File: config.mk
export PLATFORM = sky130hd
export DESIGN_NAME = multicycle_control
export DESIGN_NICKNAME = d
export VERILOG_FILES = /design/src/rtl/multicycle_control.sv
export SDC_FILE = /design/constraint.sdc
export NUM_CORES = 1
export LEC_CHECK = 0
export CAP_MARGIN = 40
export CORE_MARGIN = 2
export CORE_UTILIZATION = 41
export CTS_CLUSTER_SIZE = 25
export DETAILED_ROUTE_END_ITERATION = 10
export GPL_ROUTABILITY_DRIVEN = 0
export GPL_TIMING_DRIVEN = 0
export PLACE_DENSITY = 0.91
export REMOVE_ABC_BUFFERS = 1
export SLEW_MARGIN = 20
export SYNTH_ARGS = -nofsm -noshare
export SYNTH_HDL_FRONTEND = slang
export SYNTH_SLANG_ARGS = --single-unit
File: constraint.sdc
create_clock -name clk -period 2 [get_ports clk]
set_input_delay 0.2 -clock clk [delete_from_list [all_inputs] [get_ports clk]]
set_output_delay 0.2 -clock clk [all_outputs]
set_load 0.05 [all_outputs]
File: src/rtl/multicycle_control.sv
// Multicycle MIPS-style control FSM: decodes Op into datapath strobes/selects per state.
// Build option: define JUMP_SUPPORT_EN to add the JUMP state for Op=000010 (otherwise it is illegal).
module multicycle_control (
    input  logic       clk,
    input  logic       reset,
    input  logic [5:0] Op,
    input  logic       Zero,
    input  logic       mem_ready,
    output logic       PCEn,
    output logic       IorD,
    output logic       MemRead,
    output logic       MemWrite,
    output logic       IRWrite,
    output logic       MemtoReg,
    output logic       RegDst,
    output logic       RegWrite,
    output logic       ALUSrcA,
    output logic [1:0] ALUSrcB,
    output logic [1:0] ALUOp,
    output logic [1:0] PCSource,
    output logic       illegal_op,
    output logic [3:0] state
);

    // state   | meaning
    // FETCH   | read instruction, PC+4 when memory ready
    // DECODE  | register read, branch target compute, dispatch on Op
    // MEMADR  | base + offset address for lw/sw
    // MEMRD   | data memory read, waits on mem_ready
    // MEMWB   | write loaded word to rt
    // MEMWR   | data memory write, waits on mem_ready
    // EXECUTE | R-type ALU operation
    // ALUWB   | write ALU result to rd
    // BRANCH  | beq compare, PC load on Zero
    // ADDIEX  | rs + immediate
    // ADDIWB  | write ALU result to rt
    // JUMP    | PC load from jump target (JUMP_SUPPORT_EN only)
    typedef enum logic [3:0] {
        S_FETCH   = 4'd0,
        S_DECODE  = 4'd1,
        S_MEMADR  = 4'd2,
        S_MEMRD   = 4'd3,
        S_MEMWB   = 4'd4,
        S_MEMWR   = 4'd5,
        S_EXECUTE = 4'd6,
        S_ALUWB   = 4'd7,
        S_BRANCH  = 4'd8,
        S_ADDIEX  = 4'd9,
        S_ADDIWB  = 4'd10
`ifdef JUMP_SUPPORT_EN
        , S_JUMP  = 4'd11
`endif
    } state_t;

    localparam logic [5:0] OP_RTYPE = 6'b000000;
    localparam logic [5:0] OP_LW    = 6'b100011;
    localparam logic [5:0] OP_SW    = 6'b101011;
    localparam logic [5:0] OP_BEQ   = 6'b000100;
    localparam logic [5:0] OP_ADDI  = 6'b001000;
`ifdef JUMP_SUPPORT_EN
    localparam logic [5:0] OP_J     = 6'b000010;
`endif

    state_t r_state;
    state_t w_next;
    logic   w_pc_write;
    logic   w_branch;

    always_ff @(posedge clk or posedge reset) begin
        if (reset) begin
            r_state <= S_FETCH;
        end else begin
            r_state <= w_next;
        end
    end

    always_comb begin
        w_next     = S_FETCH;
        w_pc_write = 1'b0;
        w_branch   = 1'b0;
        IorD       = 1'b0;
        MemRead    = 1'b0;
        MemWrite   = 1'b0;
        IRWrite    = 1'b0;
        MemtoReg   = 1'b0;
        RegDst     = 1'b0;
        RegWrite   = 1'b0;
        ALUSrcA    = 1'b0;
        ALUSrcB    = 2'b00;
        ALUOp      = 2'b00;
        PCSource   = 2'b00;
        illegal_op = 1'b0;
        case (r_state)
            S_FETCH: begin
                MemRead = 1'b1;
                ALUSrcB = 2'b01;
                // reset holds the state in FETCH; the strobes must not fire meanwhile
                if (mem_ready && !reset) begin
                    IRWrite    = 1'b1;
                    w_pc_write = 1'b1;
                    w_next     = S_DECODE;
                end else begin
                    w_next = S_FETCH;
                end
            end
            S_DECODE: begin
                ALUSrcB = 2'b11;
                case (Op)
                    OP_LW, OP_SW: w_next = S_MEMADR;
                    OP_RTYPE:     w_next = S_EXECUTE;
                    OP_BEQ:       w_next = S_BRANCH;
                    OP_ADDI:      w_next = S_ADDIEX;
`ifdef JUMP_SUPPORT_EN
                    OP_J:         w_next = S_JUMP;
`endif
                    default: begin
                        illegal_op = 1'b1;
                        w_next     = S_FETCH;
                    end
                endcase
            end
            S_MEMADR: begin
                ALUSrcA = 1'b1;
                ALUSrcB = 2'b10;
                w_next  = (Op == OP_LW) ? S_MEMRD : S_MEMWR;
            end
            S_MEMRD: begin
                MemRead = 1'b1;
                IorD    = 1'b1;
                w_next  = mem_ready ? S_MEMWB : S_MEMRD;
            end
            S_MEMWB: begin
                RegWrite = 1'b1;
                MemtoReg = 1'b1;
                w_next   = S_FETCH;
            end
            S_MEMWR: begin
                MemWrite = 1'b1;
                IorD     = 1'b1;
                w_next   = mem_ready ? S_FETCH : S_MEMWR;
            end
            S_EXECUTE: begin
                ALUSrcA = 1'b1;
                ALUOp   = 2'b10;
                w_next  = S_ALUWB;
            end
            S_ALUWB: begin
                RegWrite = 1'b1;
                RegDst   = 1'b1;
                w_next   = S_FETCH;
            end
            S_BRANCH: begin
                ALUSrcA  = 1'b1;
                ALUOp    = 2'b01;
                PCSource = 2'b01;
                w_branch = 1'b1;
                w_next   = S_FETCH;
            end
            S_ADDIEX: begin
                ALUSrcA = 1'b1;
                ALUSrcB = 2'b10;
                w_next  = S_ADDIWB;
            end
            S_ADDIWB: begin
                RegWrite = 1'b1;
                w_next   = S_FETCH;
            end
`ifdef JUMP_SUPPORT_EN
            S_JUMP: begin
                PCSource   = 2'b10;
                w_pc_write = 1'b1;
                w_next     = S_FETCH;
            end
`endif
            default: w_next = S_FETCH;
        endcase
    end

    assign PCEn  = w_pc_write | (w_branch & Zero);
    assign state = r_state;

endmodule
# Word-level counts from Yosys, hierarchy flattened

Cells that the tools add are included.

Add/subtract/negate cells: 0
Multiply operators: 0
Div/mod/pow operators: 0
Magnitude comparators: 0
Equal/unequal tests: 14
Shift-type cells: 0
Muxes and demuxes: 21
Bitwise operators: 2
Reduce and logical (&&, ||, !) cells: 11

Operators with widths:

| operator           | count |
|---|---|
| $pmux 4 s7         | 1 |
| $eq 4x3->1 const B | 4 |
| $pmux 4 s4         | 1 |
| $mux 1             | 14 |
| $eq 4x4->1 const B | 3 |
| $eq 6x6->1 const B | 2 |
| $mux 3             | 3 |
| $eq 4x2->1 const B | 2 |
| $reduce_or 2->1    | 4 |
| $eq 6x3->1 const B | 1 |
| $eq 6x4->1 const B | 1 |
| $logic_not 6->1    | 1 |
| $pmux 2 s3         | 1 |
| $reduce_or 5->1    | 1 |
| $eq 4x1->1 const B | 1 |
| $logic_not 4->1    | 1 |
| $pmux 2 s2         | 1 |
| $reduce_or 4->1    | 1 |
| $reduce_or 3->1    | 1 |
| $and 1x1->1        | 1 |
| $logic_and 1x1->1  | 1 |
| $logic_not 1->1    | 1 |
| $or 1x1->1         | 1 |

Flip-flop bits (word level): 4
Bits in latches: 0
Bits in writable memories: 0
Memory bits (read-only): 0
Input bits: 10
Memories kept: 0

# Depth between registers and ports, before layout

Depth after elaboration: 5
Gate-level depth with buffers: 5
Mapped depth without buffers: 3

# Worst setup path after synthesis

No wires, ideal clock.

Path kind: flip-flop to output port
Start: register r_state[3] (netlist: state[3])
End: output PCEn
Arrival: 2569 ps
Required time: 1800 ps
Slack: -769 ps
Stages on the path, launching flop included: 5
Buffers on the path: 1
Cells stage by stage: dfrtp_1 > buf_2 > nor3b_1 > a21oi_1 > nor4_1

Word-level cells in the longest chain between the ends: 4

Ends and longest elaborated chain:

| item                   | line | source |
|---|---|---|
| from (decl)            | 64   | `state_t r_state;` |
| from (signal assigned) | 73   | `r_state <= w_next;` |
| $eq 4x4->1             | 93   | `case (r_state)` |
| $mux 1                 | 93   |  |
| $and 1x1->1            | 179  | `assign PCEn = w_pc_write \| (w_branch & Zero);` |
| $or 1x1->1 (*)         | 179  |  |
| to (decl)              | 9    | `output logic PCEn,` |

Mark *: on every way between the ends. The rest lies on a longest branch, timed or not.

# Worst setup path after layout

Start: register r_state[1] (netlist: state[1])
End: output MemRead

Word-level cells in the longest chain between the ends: 3

Ends and longest elaborated chain:

| item                                          | line | source |
|---|---|---|
| $eq 4x2->1 or $logic_not 4->1 (tied branches) | 93   |  |
| $reduce_or 2->1 (no line) (*)                 | n/a  |  |
| $mux 1 (*)                                    | 93   |  |
| to (decl)                                     | 11   | `output logic MemRead,` |

Marks and branches as above.

==> impl_metrics.yaml <==
status:
  status: "completed"
critical_path:
  reg2reg_from: "state[1]$_DFF_PP0_"
  crit_path_end_kind: "primary output"
  r2r_cells: 3
  critPathKind: "reg2out"
  r2r_end: "state[2]$_DFF_PP0_"
  cp.required_ps: 1800
  r2r_slack_ps: 670
  endpoint: "MemRead"
  cp.arrival_ps: 1710
  crit_path_start_kind: "register"
  critPathLaunch: "state[1]$_DFF_PP0_"
  path_max_fanout: 20
clock_tree:
  htreeDepth: 1
  clock-sinks: 4
  cts_tree: "built"
  cts_buffers: 3
  cts-root-buf: "clkbuf_4"
  cts_buffer_depth: 2
  ctsHoldBuffers: 0
  clk_pin_slew_ps: 40
  clk_latency_ps: 230
power_and_ir_drop:
  leakagePower_nw: 0.336
  power.density_nw_per_um2: 402
  p_total_uw: 327
  vdd_drop_max_v: 0.000194
synth:
  ys.flop_type: "dfrtp_1"
  synth.distinct_cells: 38
  ys_warn_count: 0
  synthDominantCellAreaShare_pct: 17.2
  postSynthAreaPerCell_um2: 7.74
  synthArstFlopShare_pct: 100
  ys_ff_latch: 4
  yosys-top-cells-area: "dfrtp_1 17%, nor3_1 5.2%, and4bb_2 4.3%, nand2b_1 4.3%, nor4b_4 4.1%"
  syn_area_um2: 581
  synth-edff-count: 0
  synth.largest_area_cell: "dfrtp_1"
  synth-seq-area-share_pct: 17.2
  syn_inst: 75
sta:
  clock.fmax_mhz: 525
  drv_slew: 0
  setup_viol: 0
  finalCritPeriodShare_pct: 95.3
  fin_crit_ps: 1910
  hold_slack_ps: 217
  rsz0062_at_grt: "no"
  hold_viol_final: 0
  worst-slew-pin-transition_ps: 496
  skew_ps: 6.40
  setup_tns_ps: 0
  setup_ws_ps: 94.3
  relSlewSlack_pct: 66.8
floorplan:
  rows: 13
  die_w_um: 41.6
  core-area_um2: 1320
  start_util_pct: 44.1
  die_h_um: 41.6
  io_pins: 30
  dieArea_um2: 1730
layout:
  areaGrowthSynthToFinish_pct: 40.1
  largest_reg_flops: 4
  final_cell_mix: "12 x clkdlybuf4s50_1, 8 x dlygate4sd2_1, 6 x nor2_1, 6 x nor3_1"
  final_layout_size_suffix_gt1_share_pct: 21.9
  diodes: 0
  final_nets: 108
  final_common_cell: "clkdlybuf4s50_1"
  final_cells: 111
placed_design:
  dp_hpwl_um: 1080
  port_buffers: 28
  place_inst: 108
  place_ws_ps: -343
routing:
  drt-vias-per-instance: 5.57
  drt_iter0_drc: 12
  wire_per_inst_um: 13.0
  dr.pass1.iters: 4
  ant_nets: 0
  drc: 0
  routed_wl_um: 1440
  vias: 618
global_route:
  grt_pass1_wl_um: 2260
  grt_overflow_total: 0
  antenna_found_initial: 0
  grt_usage_pct: 16.4
  grt_pass1_vias: 512
  grt_max_degree: 21
run:
  maxCapViolCount: 0
worst_hold_path:
  holdCritPathClass: "in2async"
-- cells in the mapped netlist, types with 3 or more instances --
| library cell | n |
|---|---|
| nor2_1 | 6 |
| nor3_1 | 6 |
| buf_2 | 4 |
| dfrtp_1 | 4 |
| nand2b_1 | 4 |
| buf_4 | 3 |
| inv_1 | 3 |
| nand3_1 | 3 |
| nor3b_1 | 3 |
-- report_power, final --
group	internal [mW]	switching, mW	total (mW)
sequential	0.0841	0.0125	0.0966
clock	0.0671	0.0319	0.0990
combinational	0.0482	0.0829	0.131
-- worst min-delay path by stage --
stage | to | slack (ps)
after global routing | state[3]$_DFF_PP0_ | 260
after CTS | state[0]$_DFF_PP0_ | 210
final | state[2]$_DFF_PP0_ | 220
after global placement | state[1]$_DFF_PP0_ | 450
after detailed placement | state[0]$_DFF_PP0_ | 460
after floorplan | state[0]$_DFF_PP0_ | -30
-- what timing repair did --
| item | in CTS | in global routing |
|---|---|---|
| pin swaps | 0 | 0 |
| setup endpoints to repair | 19 | 4 |
| gates resized for setup | 43 | 7 |
| setup buffers | 0 | 0 |
-- cell families after synthesis --
| group | synth area share [%] |
|---|---|
| mux | 1.72 |
| other cells | 0.646 |
| simple gates | 44.4 |
| buf+inv | 13.8 |
| flops | 17.2 |
| xor+xnor | 3.02 |
| compound gates | 19.2 |
-- through the flow --
stage	cell area, um2	util, %
floorplan	512	-
global placement	811	61.5
detailed placement	811	61.5
CTS	837	63.5
global route	813	61.7
finish	813	61.7
-- cell type report --
type / instances / area (um2)
Timing Repair Buffer: 28 / 255
Tap cell: 15 / 18.8
Clock buffer: 3 / 22.5
Sequential cell: 4 / 105
Inverter: 3 / 11.3
Multi-Input combinational cell: 58 / 400
Fill cell: 134 / 504
-- metal layers --
| layer | GRT usage, % | wire length, um | vias to the layer above | share of wire [%] |
|---|---|---|---|---|
| met4 | 10.3 | 0 | 0 | 0 |
| met3 | 0.870 | 44 | 0 | 3.1 |
| met5 | 0 | 0 | - | 0 |
| met1 | 20.7 | 626 | 285 | 44 |
| li1 | - | - | 319 | - |
| met2 | 26.9 | 767 | 14 | 53 |
-- worst max-delay path, cell delays in order, from the launching register on --
cell,delay (ps)
dfrtp_2,560
nand2b_1,240
and3_1,160
dlygate4sd2_1,520
Power figures use the tool's default switching activity.
